<file path="src/rtl/rtc_bus_ctrl.sv">
// Bus-cycle controller for the RTC multiplexed A/D port: timed address/data phases, start/busy/done handshake.
// Define RTC_BURST_EN to build multi-beat bursts with address auto-increment; otherwise every transaction is one beat.
module rtc_bus_ctrl #(
  parameter int DW      = 8,
  parameter int T_SETUP = 2,
  parameter int T_ADDR  = 8,
  parameter int T_AHOLD = 2,
  parameter int T_GAP   = 11,
  parameter int T_DATA  = 8,
  parameter int T_DHOLD = 3
) (
  input  logic          clk,
  input  logic          reset,
  input  logic          start,
  input  logic          w_r,
  input  logic [DW-1:0] addr,
  input  logic [3:0]    burst_len,
  input  logic [DW-1:0] wdata,
  output logic          wdata_take,
  output logic [DW-1:0] rdata,
  output logic          rdata_valid,
  output logic          busy,
  output logic          done,
  output logic [DW-1:0] ad_out,
  output logic          ad_oe,
  input  logic [DW-1:0] ad_in,
  output logic          a_d,
  output logic          cs_n,
  output logic          rd_n,
  output logic          wr_n
);

  typedef enum logic [2:0] {
    IDLE, ADDR_SETUP, ADDR_STROBE, ADDR_HOLD, GAP, DATA_STROBE, DATA_HOLD
  } state_t;

  state_t        state, state_nxt;
  logic [7:0]    cnt;
  logic          phase_last;
  logic          last_beat;
  logic          w_r_q;
  logic [DW-1:0] addr_q;
  logic [DW-1:0] wdata_q;
  logic          accept;
  logic          beat_end;

  assign accept   = (state == IDLE) && start;
  assign beat_end = (state == DATA_HOLD) && phase_last;

  always_comb begin
    phase_last = 1'b0;
    case (state)
      ADDR_SETUP:  phase_last = (cnt == 8'(T_SETUP - 1));
      ADDR_STROBE: phase_last = (cnt == 8'(T_ADDR - 1));
      ADDR_HOLD:   phase_last = (cnt == 8'(T_AHOLD - 1));
      GAP:         phase_last = (cnt == 8'(T_GAP - 1));
      DATA_STROBE: phase_last = (cnt == 8'(T_DATA - 1));
      DATA_HOLD:   phase_last = (cnt == 8'(T_DHOLD - 1));
      default:     phase_last = 1'b0;
    endcase
  end

`ifdef RTC_BURST_EN
  logic [3:0] beat_cnt;
  logic [3:0] burst_q;
  assign last_beat = (beat_cnt == burst_q);

  always_ff @(posedge clk or negedge reset) begin
    if (!reset) begin
      beat_cnt <= '0;
      burst_q  <= '0;
    end else if (accept) begin
      beat_cnt <= '0;
      burst_q  <= burst_len;
    end else if (beat_end && !last_beat) begin
      beat_cnt <= beat_cnt + 4'd1;
    end
  end

  always_ff @(posedge clk) begin
    if (accept)
      addr_q <= addr;
    else if (beat_end && !last_beat)
      addr_q <= addr_q + DW'(1);
  end
`else
  logic unused_burst_len;
  assign unused_burst_len = ^burst_len;
  assign last_beat = 1'b1;

  always_ff @(posedge clk) begin
    if (accept)
      addr_q <= addr;
  end
`endif

  always_ff @(posedge clk or negedge reset) begin
    if (!reset)
      state <= IDLE;
    else
      state <= state_nxt;
  end

  always_comb begin
    state_nxt = state;
    case (state)
      IDLE:        if (start)      state_nxt = ADDR_SETUP;
      ADDR_SETUP:  if (phase_last) state_nxt = ADDR_STROBE;
      ADDR_STROBE: if (phase_last) state_nxt = ADDR_HOLD;
      ADDR_HOLD:   if (phase_last) state_nxt = GAP;
      GAP:         if (phase_last) state_nxt = DATA_STROBE;
      DATA_STROBE: if (phase_last) state_nxt = DATA_HOLD;
      DATA_HOLD:   if (phase_last) state_nxt = last_beat ? IDLE : ADDR_SETUP;
      default:                     state_nxt = IDLE;
    endcase
  end

  // Phase counter restarts on every state change so each phase lasts exactly T_x cycles
  always_ff @(posedge clk or negedge reset) begin
    if (!reset)
      cnt <= '0;
    else if (state == IDLE || state_nxt != state)
      cnt <= '0;
    else
      cnt <= cnt + 8'd1;
  end

  always_ff @(posedge clk or negedge reset) begin
    if (!reset) begin
      w_r_q <= 1'b0;
      done  <= 1'b0;
      rdata <= '0;
    end else begin
      if (accept)
        w_r_q <= w_r;
      done <= beat_end && last_beat;
      if (state == DATA_STROBE && phase_last && !w_r_q)
        rdata <= ad_in;
    end
  end

  always_ff @(posedge clk) begin
    if (wdata_take)
      wdata_q <= wdata;
  end

  always_comb begin
    cs_n        = 1'b1;
    rd_n        = 1'b1;
    wr_n        = 1'b1;
    a_d         = 1'b1;
    ad_oe       = 1'b0;
    ad_out      = '0;
    busy        = (state != IDLE);
    wdata_take  = (state == GAP) && (cnt == 8'd0) && w_r_q;
    rdata_valid = (state == DATA_HOLD) && (cnt == 8'd0) && !w_r_q;
    case (state)
      ADDR_SETUP, ADDR_HOLD: begin
        a_d    = 1'b0;
        ad_oe  = 1'b1;
        ad_out = addr_q;
      end
      ADDR_STROBE: begin
        a_d    = 1'b0;
        ad_oe  = 1'b1;
        ad_out = addr_q;
        cs_n   = 1'b0;
        wr_n   = 1'b0;
      end
      GAP, DATA_HOLD: begin
        ad_oe  = w_r_q;
        ad_out = wdata_q;
      end
      DATA_STROBE: begin
        cs_n   = 1'b0;
        ad_oe  = w_r_q;
        ad_out = wdata_q;
        wr_n   = !w_r_q;
        rd_n   = w_r_q;
      end
      default: ;
    endcase
  end

endmodule

</file>
<file path="config.mk">
export PLATFORM = sky130hd
export DESIGN_NAME = rtc_bus_ctrl
export DESIGN_NICKNAME = d
export VERILOG_FILES = /design/src/rtl/rtc_bus_ctrl.sv
export SDC_FILE = /design/constraint.sdc
export NUM_CORES = 1
export LEC_CHECK = 0
export ABC_AREA = 0
export ABC_CLOCK_PERIOD_IN_PS = 1900
export BUFFER_PORTS_ARGS = -buffer_cell sky130_fd_sc_hd__buf_2
export CAP_MARGIN = 20
export CORE_UTILIZATION = 45
export DETAILED_ROUTE_END_ITERATION = 6
export PLACE_DENSITY = 0.84
export SLEW_MARGIN = 40
export SYNTH_ARGS = -nofsm -noshare
export SYNTH_HDL_FRONTEND = slang
export SYNTH_SLANG_ARGS = --single-unit
</file>
<file path="constraint.sdc">
create_clock -name clk -period 1.9 [get_ports clk]
set_clock_uncertainty 0.05 [all_clocks]
set_input_delay 0.57 -clock clk [delete_from_list [all_inputs] [get_ports clk]]
set_output_delay 0.57 -clock clk [all_outputs]
set_load 0.02 [all_outputs]
</file>
* Yosys cells after proc, flatten, opt, wreduce, memory -nomap -nowiden
Cells that the tools add are included.
** Word-level totals
- Memories :: 0
- Input bits :: 32
- Logic and storage cells :: 52
- Output and inout port bits :: 25
- ROM bits :: 0
- Flip-flop bits (word level) :: 37
- Bits in latches :: 0
- Memory bits (writable) :: 0
** Cells by class
- Eq/ne operators :: 11
- Divide/modulo/power cells :: 0
- Add/subtract/negate cells :: 1
- Muxes and demuxes :: 16
- Bitwise logic cells :: 0
- Shift operators :: 0
- Reductions and logical operators :: 17
- $lt $le $gt $ge :: 0
- Multiply operators :: 0
** Operators by type and width (count)
- two-way mux 3 bit :: 7
- one-hot mux 3 bit (7 select lines) :: 1
- one-hot mux 8 bit (2 select lines) :: 1
- equality test 3 bit, second input constant :: 3
- adder 8 x 1 -> 8 bit, second input constant :: 1
- equality test 8 x 1 -> 1 bit, second input constant :: 1
- equality test 8 x 2 -> 1 bit, second input constant :: 1
- equality test 8 x 3 -> 1 bit, second input constant :: 1
- equality test 8 x 4 -> 1 bit, second input constant :: 1
- logical AND 1 bit :: 8
- logical NOT 8 bit :: 1
- two-way mux 8 bit :: 1
- equality test 3 x 2 -> 1 bit, second input constant :: 2
- OR reduction 3 bit :: 2
- one-hot mux 1 bit (2 select lines) :: 2
- one-hot mux 1 bit (4 select lines) :: 1
- OR reduction 2 bit :: 2
- equality test 3 x 1 -> 1 bit, second input constant :: 1
- logical NOT 3 bit :: 1
- two-way mux 1 bit :: 3
- inequality test 3 bit :: 1
- nonzero test 3 bit :: 1
- logical NOT 1 bit :: 1
- logical OR 1 bit :: 1

* Longest topological paths before layout
Gate-level depths: netlist (run 1).
- Depth after elaboration :: 8
- Mapped depth :: 7
- Mapped depth without buffers :: 5

* Least setup slack after synthesis (run 1)
OpenSTA, ideal clock, no wires.
- Path type :: flip-flop to flip-flop
- From :: reg state[0]
- To :: reg rdata[0]
- Buffers on the path :: 1
- Period minus slack after synthesis :: 2.094 ns
- Library setup time :: 0.125 ns
- Path slack :: -0.194 ns
- Data required time :: 1.725 ns
- Cell stages (with the launch flop) :: 7
- Arrival :: 1.919 ns
- Cells stage by stage :: dfrtp_1 > buf_2 > nor2_1 > a2bb2oi_1 > a221o_2 > nor3_4 > mux2_2
** On the way
- Cells in the longest elaborated chain, start to end :: 5
- Elaborated cells on any way between the ends :: 11
- Those cells by class :: eq/ne: 6; mux: 1; reduce/logical: 4
** Ends and longest elaborated chain
- start, declared :: line 37 : state_t state, state_nxt;
- start signal, assigned :: line 101 : state <= state_nxt;
- equality test 3 bit, or another cell as far along :: line 52, 137
- OR reduction 2 bit (no source line)
- one-hot mux 1 bit (4 select lines) :: line 52 : case (state)
- logical AND 1 bit * (2 in a row) :: line 137 : if (state == DATA_STROBE && phase_last && !w_r_q)
- end signal, assigned :: line 138 : rdata <= ad_in;
- end, declared :: line 20 : output logic [DW-1:0] rdata,
Every way passes the cells marked *; elsewhere a longest branch is shown, timed or not.
A chain may end at the register's enable or synchronous reset.

* Worst setup path in the final report (run 1)
- From :: reg state[0]
- To :: out wr_n
** On the way
- Cells in the longest elaborated chain, start to end :: 2
- Elaborated cells on any way between the ends :: 3
- Those cells by class :: eq/ne: 2; mux: 1
** Ends and longest elaborated chain
- equality test 3 bit or equality test 3 x 2 -> 1 bit (tied branches) :: line 157 : case (state)
- one-hot mux 1 bit (2 select lines) * :: line 157
- end, declared :: line 30 : output logic wr_n
Marks and branches as above.

==> impl_metrics.json, run 1 <==
{
  "status": "finished with violations",
  "violations": "setup timing",
  "place_area_um2": 2270,
  "critPathLaunchType": "register",
  "layout_min_cycle_time_ns": 2.15,
  "multi_input_area_um2": 858,
  "cp.arrival_ns": 1.53,
  "cts_tree": "built",
  "routabilityCongestion": 0.864,
  "worstSetupPathType": "register to output port",
  "n_antenna_cell": 0,
  "grt_start_max_net_pins": 22,
  "synth_warnings": 0,
  "fin_cells": 291,
  "hold_class": "input port to asynchronous set/reset pin",
  "dp_hpwl_mm": 3.12,
  "drive_gt1_share_pct": 64.9,
  "fin_ws_ns": -0.253,
  "peakVddDrop_v": 0.00105,
  "power.leakage_nw": 1.27,
  "synth_seq_area_share_pct": 59.1,
  "cp.required_ns": 1.28,
  "relSlewSlack_pct": 69.0,
  "cts_hold_buf": 0,
  "synth.avg_cell_area_um2": 11.4,
  "first_pass_iters": 4,
  "antenna_found_initial": 0,
  "antenna_left": 0,
  "layout_common_cells": "buf_2 (36), buf_4 (34), buf_6 (22)",
  "top_layer_used": "met4",
  "path_cells": "buf_6, nand2b_4, or3_4, nand2b_4, buf_6",
  "avgRoutedWirePerCell_um": 17.1,
  "r2r_cells": 8,
  "die_area_um2": 4030,
  "grt_pass1_vias": 1680,
  "r2r_end": "rdata[4]$_DFFE_PN0P_",
  "synth_area_um2": 1700,
  "vias_per_cell": 5.49,
  "critPathCaptureType": "output port",
  "core_um2": 3470,
  "fillerInstances": 200,
  "nNetsFinal": 278,
  "slowest_delay_ns": 0.47,
  "io_buffers": 52,
  "dp_cells": 267,
  "synth_fa_ha_area_share_pct": 1.47,
  "grt_setup_unrepaired": "true",
  "worst-path-max-fanout": 7,
  "layout_commonest_cell": "buf_2",
  "synth_top_family_by_area": "simple AND/OR/NAND/NOR gates",
  "met2_length_mm": 2.65,
  "cts_buffer_depth": 2,
  "synthXorXnorAreaFrac_pct": 3.09,
  "register_area_um2": 1010,
  "hold_viol_final": 0,
  "fp-row-count": 21,
  "crit_family": "simple AND/OR/NAND/NOR gates",
  "final_cell_area_um2": 2780,
  "root_buffer": "clkbuf_8",
  "overflow": 0,
  "start_util_pct": 49.1,
  "ys_ff_latch": 37,
  "setup_viol": 36,
  "dieHeight_um": 63.5,
  "wl_mm": 4.97,
  "cts_max_level": 2,
  "ios": 57,
  "reg2reg_slack_ns": -0.23,
  "period_share_pct": 113,
  "syn2layout_area_growth_pct": 63.2,
  "fmax_ghz": 0.465,
  "synth_cells": 150,
  "maxCapViolCount": 0,
  "synthMuxAreaShare_pct": 5.95,
  "crit_slowest_cell": "dfrtp_2",
  "synthesis.nets": 184,
  "yosys.area_share.simple_pct": 17.9,
  "r2r-start": "state[0]$_DFF_PN0_",
  "tightest_slew_ns": 0.464,
  "vias": 1599,
  "wl_met3_um": 265,
  "synth_cell_types": 37,
  "wl_met1_mm": 1.95,
  "insertion_delay_ns": 0.29,
  "clk_pin_slew_worst_paths_ns": 0.07,
  "grt_pass1_wl_mm": 7.76,
  "final_max_slew_viol_count": 0,
  "die_x_um": 63.5,
  "track_usage_pct": 25.3,
  "numClockSinks": 37,
  "drc": 0,
  "drtIter0Drc": 86,
  "power_density_nw_per_um2": 1640,
  "path_buf_inv": 2,
  "cts_buffers": 5,
  "synth_compound_gate_area_share_pct": 9.04
}
kinds of logic (layout without fill, tap and decap cells):
group | after synthesis | in the layout
and+or+nand+nor | 60 | 61
muxes | 9 | 9
buffers and inverters | 14 | 108
xor gates and xnor gates | 6 | 6
DFF | 37 | 37
AOI/OAI and AO/OA | 22 | 22
adders and majority gates | 2 | 2
flip-flops by register name, summed over array words and instances (netlist names):
register and count:
rdata 8, state 3, addr_q 8, done 1, wdata_q 8, w_r_q 1
cnt 8
what timing repair did:
item | 4_1_cts | 5_1_grt
setup buffers | 7 | 8
endpoints found under the setup margin | 36 | 36
pin swaps | 6 | 17
gates cloned | 1 | 0
gates resized for setup | 60 | 17
per-stage QoR:
step	power (mW)	hold slack [ns]	setup TNS, ns	setup WS (ns)	utilization [%]
CTS	4.25	0.192	-5.11	-0.282	76.5
detailed placement	3.02	0.441	-2.00	-0.165	65.4
finish	4.56	0.176	-6.25	-0.253	80.1
floorplan	2.28	0.224	-1.03	-0.127	-
global route	4.77	0.212	-8.49	-0.293	80.1
global placement	2.95	0.439	-1.41	-0.144	65.4
synthesized netlist by cell type:
master      n  area [µm²]
a221o_2     1        11.3
nand4b_1    1        8.76
and2_1      1        6.26
dfrtp_1    21         526
a21oi_1     2        10.0
nand2_1    12        45.0
ha_1        2        25.0
nor2_1     14        52.6
a2bb2oi_1   1        8.76
clkbuf_1    5        18.8
buf_4       1        7.51
mux2_2      9         101
edfxtp_1   16         480
o21ai_0    10        50.1
nand4_1     1        6.26
or3_1       1        6.26
xnor2_1     1        8.76
nor3_1      3        15.0
xor2_1      5        43.8
nand2b_1    2        12.5
nand3_1    14        70.1
nor4_1      1        6.26
nand3b_1    2        15.0
buf_2       2        10.0
a32oi_2     1        16.3
inv_1       5        18.8
or2_1       1        6.26
o211ai_1    2        15.0
o221ai_1    3        26.3
or4_1       1        7.51
a31oi_1     1        6.26
nor2b_1     1        6.26
or2_2       2        12.5
inv_2       1        3.75
nor3_4      1        16.3
o211a_1     1        10.0
and3_1      2        12.5
power breakdown:
group          total [mW]  switching [mW]  internal, mW
clock network       0.662           0.275         0.387
logic                2.76            1.41          1.35
registers            1.15           0.137          1.01
total                4.56            1.82          2.75
worst max path at each step:
| stage | from | end | slack, ns | cells after the start |
|---|---|---|---|---|
| finish | state[0]$_DFF_PN0_ | wr_n | -0.25 | 5 |
| global route | state[1]$_DFF_PN0_ | busy | -0.29 | 5 |
| CTS | cnt[4]$_DFF_PN0_ | rdata_valid | -0.28 | 4 |
| detailed placement | cnt[4]$_DFF_PN0_ | rdata[3]$_DFFE_PN0P_ | -0.17 | 6 |
| global placement | cnt[4]$_DFF_PN0_ | rdata[1]$_DFFE_PN0P_ | -0.14 | 6 |
| floorplan | state[1]$_DFF_PN0_ | rdata[0]$_DFFE_PN0P_ | -0.13 | 5 |
worst register-to-register path: stages (launching register included):
cell      delay, ns
dfrtp_2        0.48
buf_6          0.17
nand3b_1       0.18
buf_4          0.16
nand4_1        0.10
a32oi_2        0.14
nor3_4         0.26
buf_12         0.15
mux2_2         0.33
routing by layer:
metal  up-vias  GRT usage (%)
met1       780           30.1
met5         -              0
met3        14           5.62
met2        75           44.9
li1        730              -
met4         0           7.67
final cells by class:
class	instances	area share, %
flip-flops and latches	37	36.3
multi-input cells	100	30.9
repair buffers	94	26.0
clock buffers	6	2.61
well taps	46	2.07
clock inverters	2	1.22
inverters	6	0.900
No activity file was read; power rests on OpenSTA's default activity.
==> run 2, diff against run 1 <==
--- a/config.mk
+++ b/config.mk
@@ -6,12 +6,12 @@
 export NUM_CORES = 1
 export LEC_CHECK = 0
 export ABC_AREA = 0
-export ABC_CLOCK_PERIOD_IN_PS = 1900
+export ABC_CLOCK_PERIOD_IN_PS = 2800
 export BUFFER_PORTS_ARGS = -buffer_cell sky130_fd_sc_hd__buf_2
 export CAP_MARGIN = 20
-export CORE_UTILIZATION = 45
+export CORE_UTILIZATION = 50
 export DETAILED_ROUTE_END_ITERATION = 6
-export PLACE_DENSITY = 0.84
+export PLACE_DENSITY = 0.88
 export SLEW_MARGIN = 40
 export SYNTH_ARGS = -nofsm -noshare
 export SYNTH_HDL_FRONTEND = slang
==> constraint.sdc (replaced) <==
create_clock -name clk -period 2.8 [get_ports clk]
set_clock_uncertainty 0.05 [all_clocks]
set_input_delay 0.84 -clock clk [delete_from_list [all_inputs] [get_ports clk]]
set_output_delay 0.84 -clock clk [all_outputs]
set_load 0.01 [all_outputs]
==> impl_metrics.json, run 2 (synthesis gave the netlist of run 1 again) <==
{
  "cts_buffer_depth": 2,
  "grt_setup_unrepaired": "false",
  "drc": 0,
  "period_share_pct": 93.7,
  "cp.arrival_ns": 1.73,
  "cts_buffers": 5,
  "status": "complete, no violations",
  "dp_hpwl_mm": 2.55,
  "root_buffer": "clkbuf_4",
  "layout_common_cells": "buf_2 (52), dfrtp_1 (21), edfxtp_1 (16)",
  "vias": 1287,
  "grt_pass1_vias": 1231,
  "first_pass_iters": 4,
  "insertion_delay_ns": 0.34,
  "core_um2": 3150,
  "layout_min_cycle_time_ns": 2.62,
  "die_area_um2": 3640,
  "overflow": 0,
  "critPathCaptureType": "output port",
  "finalPower_mw": 2.00,
  "setup_viol": 0,
  "track_usage_pct": 20.7,
  "hold_class": "input port to asynchronous set/reset pin",
  "wl_mm": 3.44,
  "fin_ws_ns": 0.177,
  "clk_pin_slew_worst_paths_ns": 0.11,
  "fin_cells": 249,
  "nNetsFinal": 238,
  "cts_tree": "built",
  "io_buffers": 52,
  "power_density_nw_per_um2": 961,
  "n_antenna_cell": 0,
  "slowest_delay_ns": 0.53,
  "critPathLaunchType": "register",
  "use_met1_pct": 27.7,
  "grt_start_max_net_pins": 22,
  "final_max_slew_viol_count": 0,
  "met3_usage_pct": 6.18,
  "path_buf_inv": 2,
  "vias_per_cell": 5.17,
  "fp-row-count": 20,
  "tightest_slew_ns": 0.469,
  "routabilityCongestion": 0.820,
  "syn2layout_area_growth_pct": 22.2,
  "worstSetupPathType": "register to output port",
  "ios": 57,
  "drive_gt1_share_pct": 37.6,
  "hold_viol_final": 0,
  "layout_commonest_cell": "buf_2",
  "place_ws_ns": 0.482,
  "r2r_cells": 5,
  "tns_ns": 0,
  "peakVddDrop_v": 0.000550,
  "antenna_left": 0,
  "dieHeight_um": 60.4,
  "path_cells": "or2_2, nor2_1, inv_1, buf_2",
  "post_cts_buffers": 0,
  "cp.required_ns": 1.91,
  "cts_hold_buf": 0,
  "power.leakage_nw": 0.960,
  "drtIter0Drc": 58,
  "cts_max_level": 2,
  "met2_usage_pct": 33.0,
  "dp_cells": 241,
  "numClockSinks": 37,
  "worst-path-max-fanout": 14,
  "crit_slowest_cell": "dfrtp_1",
  "maxCapViolCount": 0,
  "grt_pass1_wl_mm": 5.40,
  "start_util_pct": 54.0,
  "relSlewSlack_pct": 68.8,
  "fmax_ghz": 0.381,
  "antenna_found_initial": 0,
  "grt.busiest_layer": "met2",
  "path_depth": 4,
  "die_x_um": 60.4,
  "avgRoutedWirePerCell_um": 13.8,
  "post_cts_resized": 0,
  "crit_family": "simple AND/OR/NAND/NOR gates"
}
run 2: changes by cell type in the layout (fill, tap and decap cells not counted), moves of 9 or more:
cell	change
nand2_1	+10
nand2_2	-9
buf_4	-31
buf_2	+16
buf_6	-22
run 2: cell type report:
class,count,area [µm²]
fillers,275,1070
inverters,6,22.5
flip-flops and latches,37,1010
well taps,44,55.1
clock inverters,2,35.0
clock buffers,6,41.3
multi-input cells,99,638
repair buffers,55,283
run 2: final timing paths:
check	start	endpoint	slack, ns
max in group asynchronous	reset	done$_DFF_PN0_	1.98
setup reg to reg	state[1]$_DFF_PN0_	rdata[0]$_DFFE_PN0P_	0.48
hold / removal	reset	rdata[7]$_DFFE_PN0P_	0.38
setup / recovery	state[1]$_DFF_PN0_	busy	0.18
min in group clk	rdata[1]$_DFFE_PN0P_	rdata[1]$_DFFE_PN0P_	0.47
hold reg to reg	rdata[1]$_DFFE_PN0P_	rdata[1]$_DFFE_PN0P_	0.47
run 2: layer usage:
metal / vias to the layer above / wire (µm)
met5: - / 0
met4: 0 / 19
met3: 2 / 252
met2: 52 / 1590
met1: 588 / 1570
li1: 645 / -
run 2: power by group:
part	total (mW)	switching [mW]	internal (mW)	leakage (nW)
logic	0.833	0.481	0.352	0.495
registers	0.811	0.131	0.680	0.423
clock network	0.355	0.168	0.187	0.0422
run 2: metrics by stage:
| step | hold slack, ns | utilization (%) | instance area [µm²] |
|---|---|---|---|
| 4_1_cts | 0.396 | 66.0 | 2080 |
| 2_1_floorplan | 0.456 | - | 1700 |
| 5_1_grt | 0.412 | 66.0 | 2080 |
| 6_report | 0.385 | 66.0 | 2080 |
| 3_3_place_gp | 0.436 | 63.6 | 2000 |
| 3_5_place_dp | 0.441 | 63.6 | 2000 |
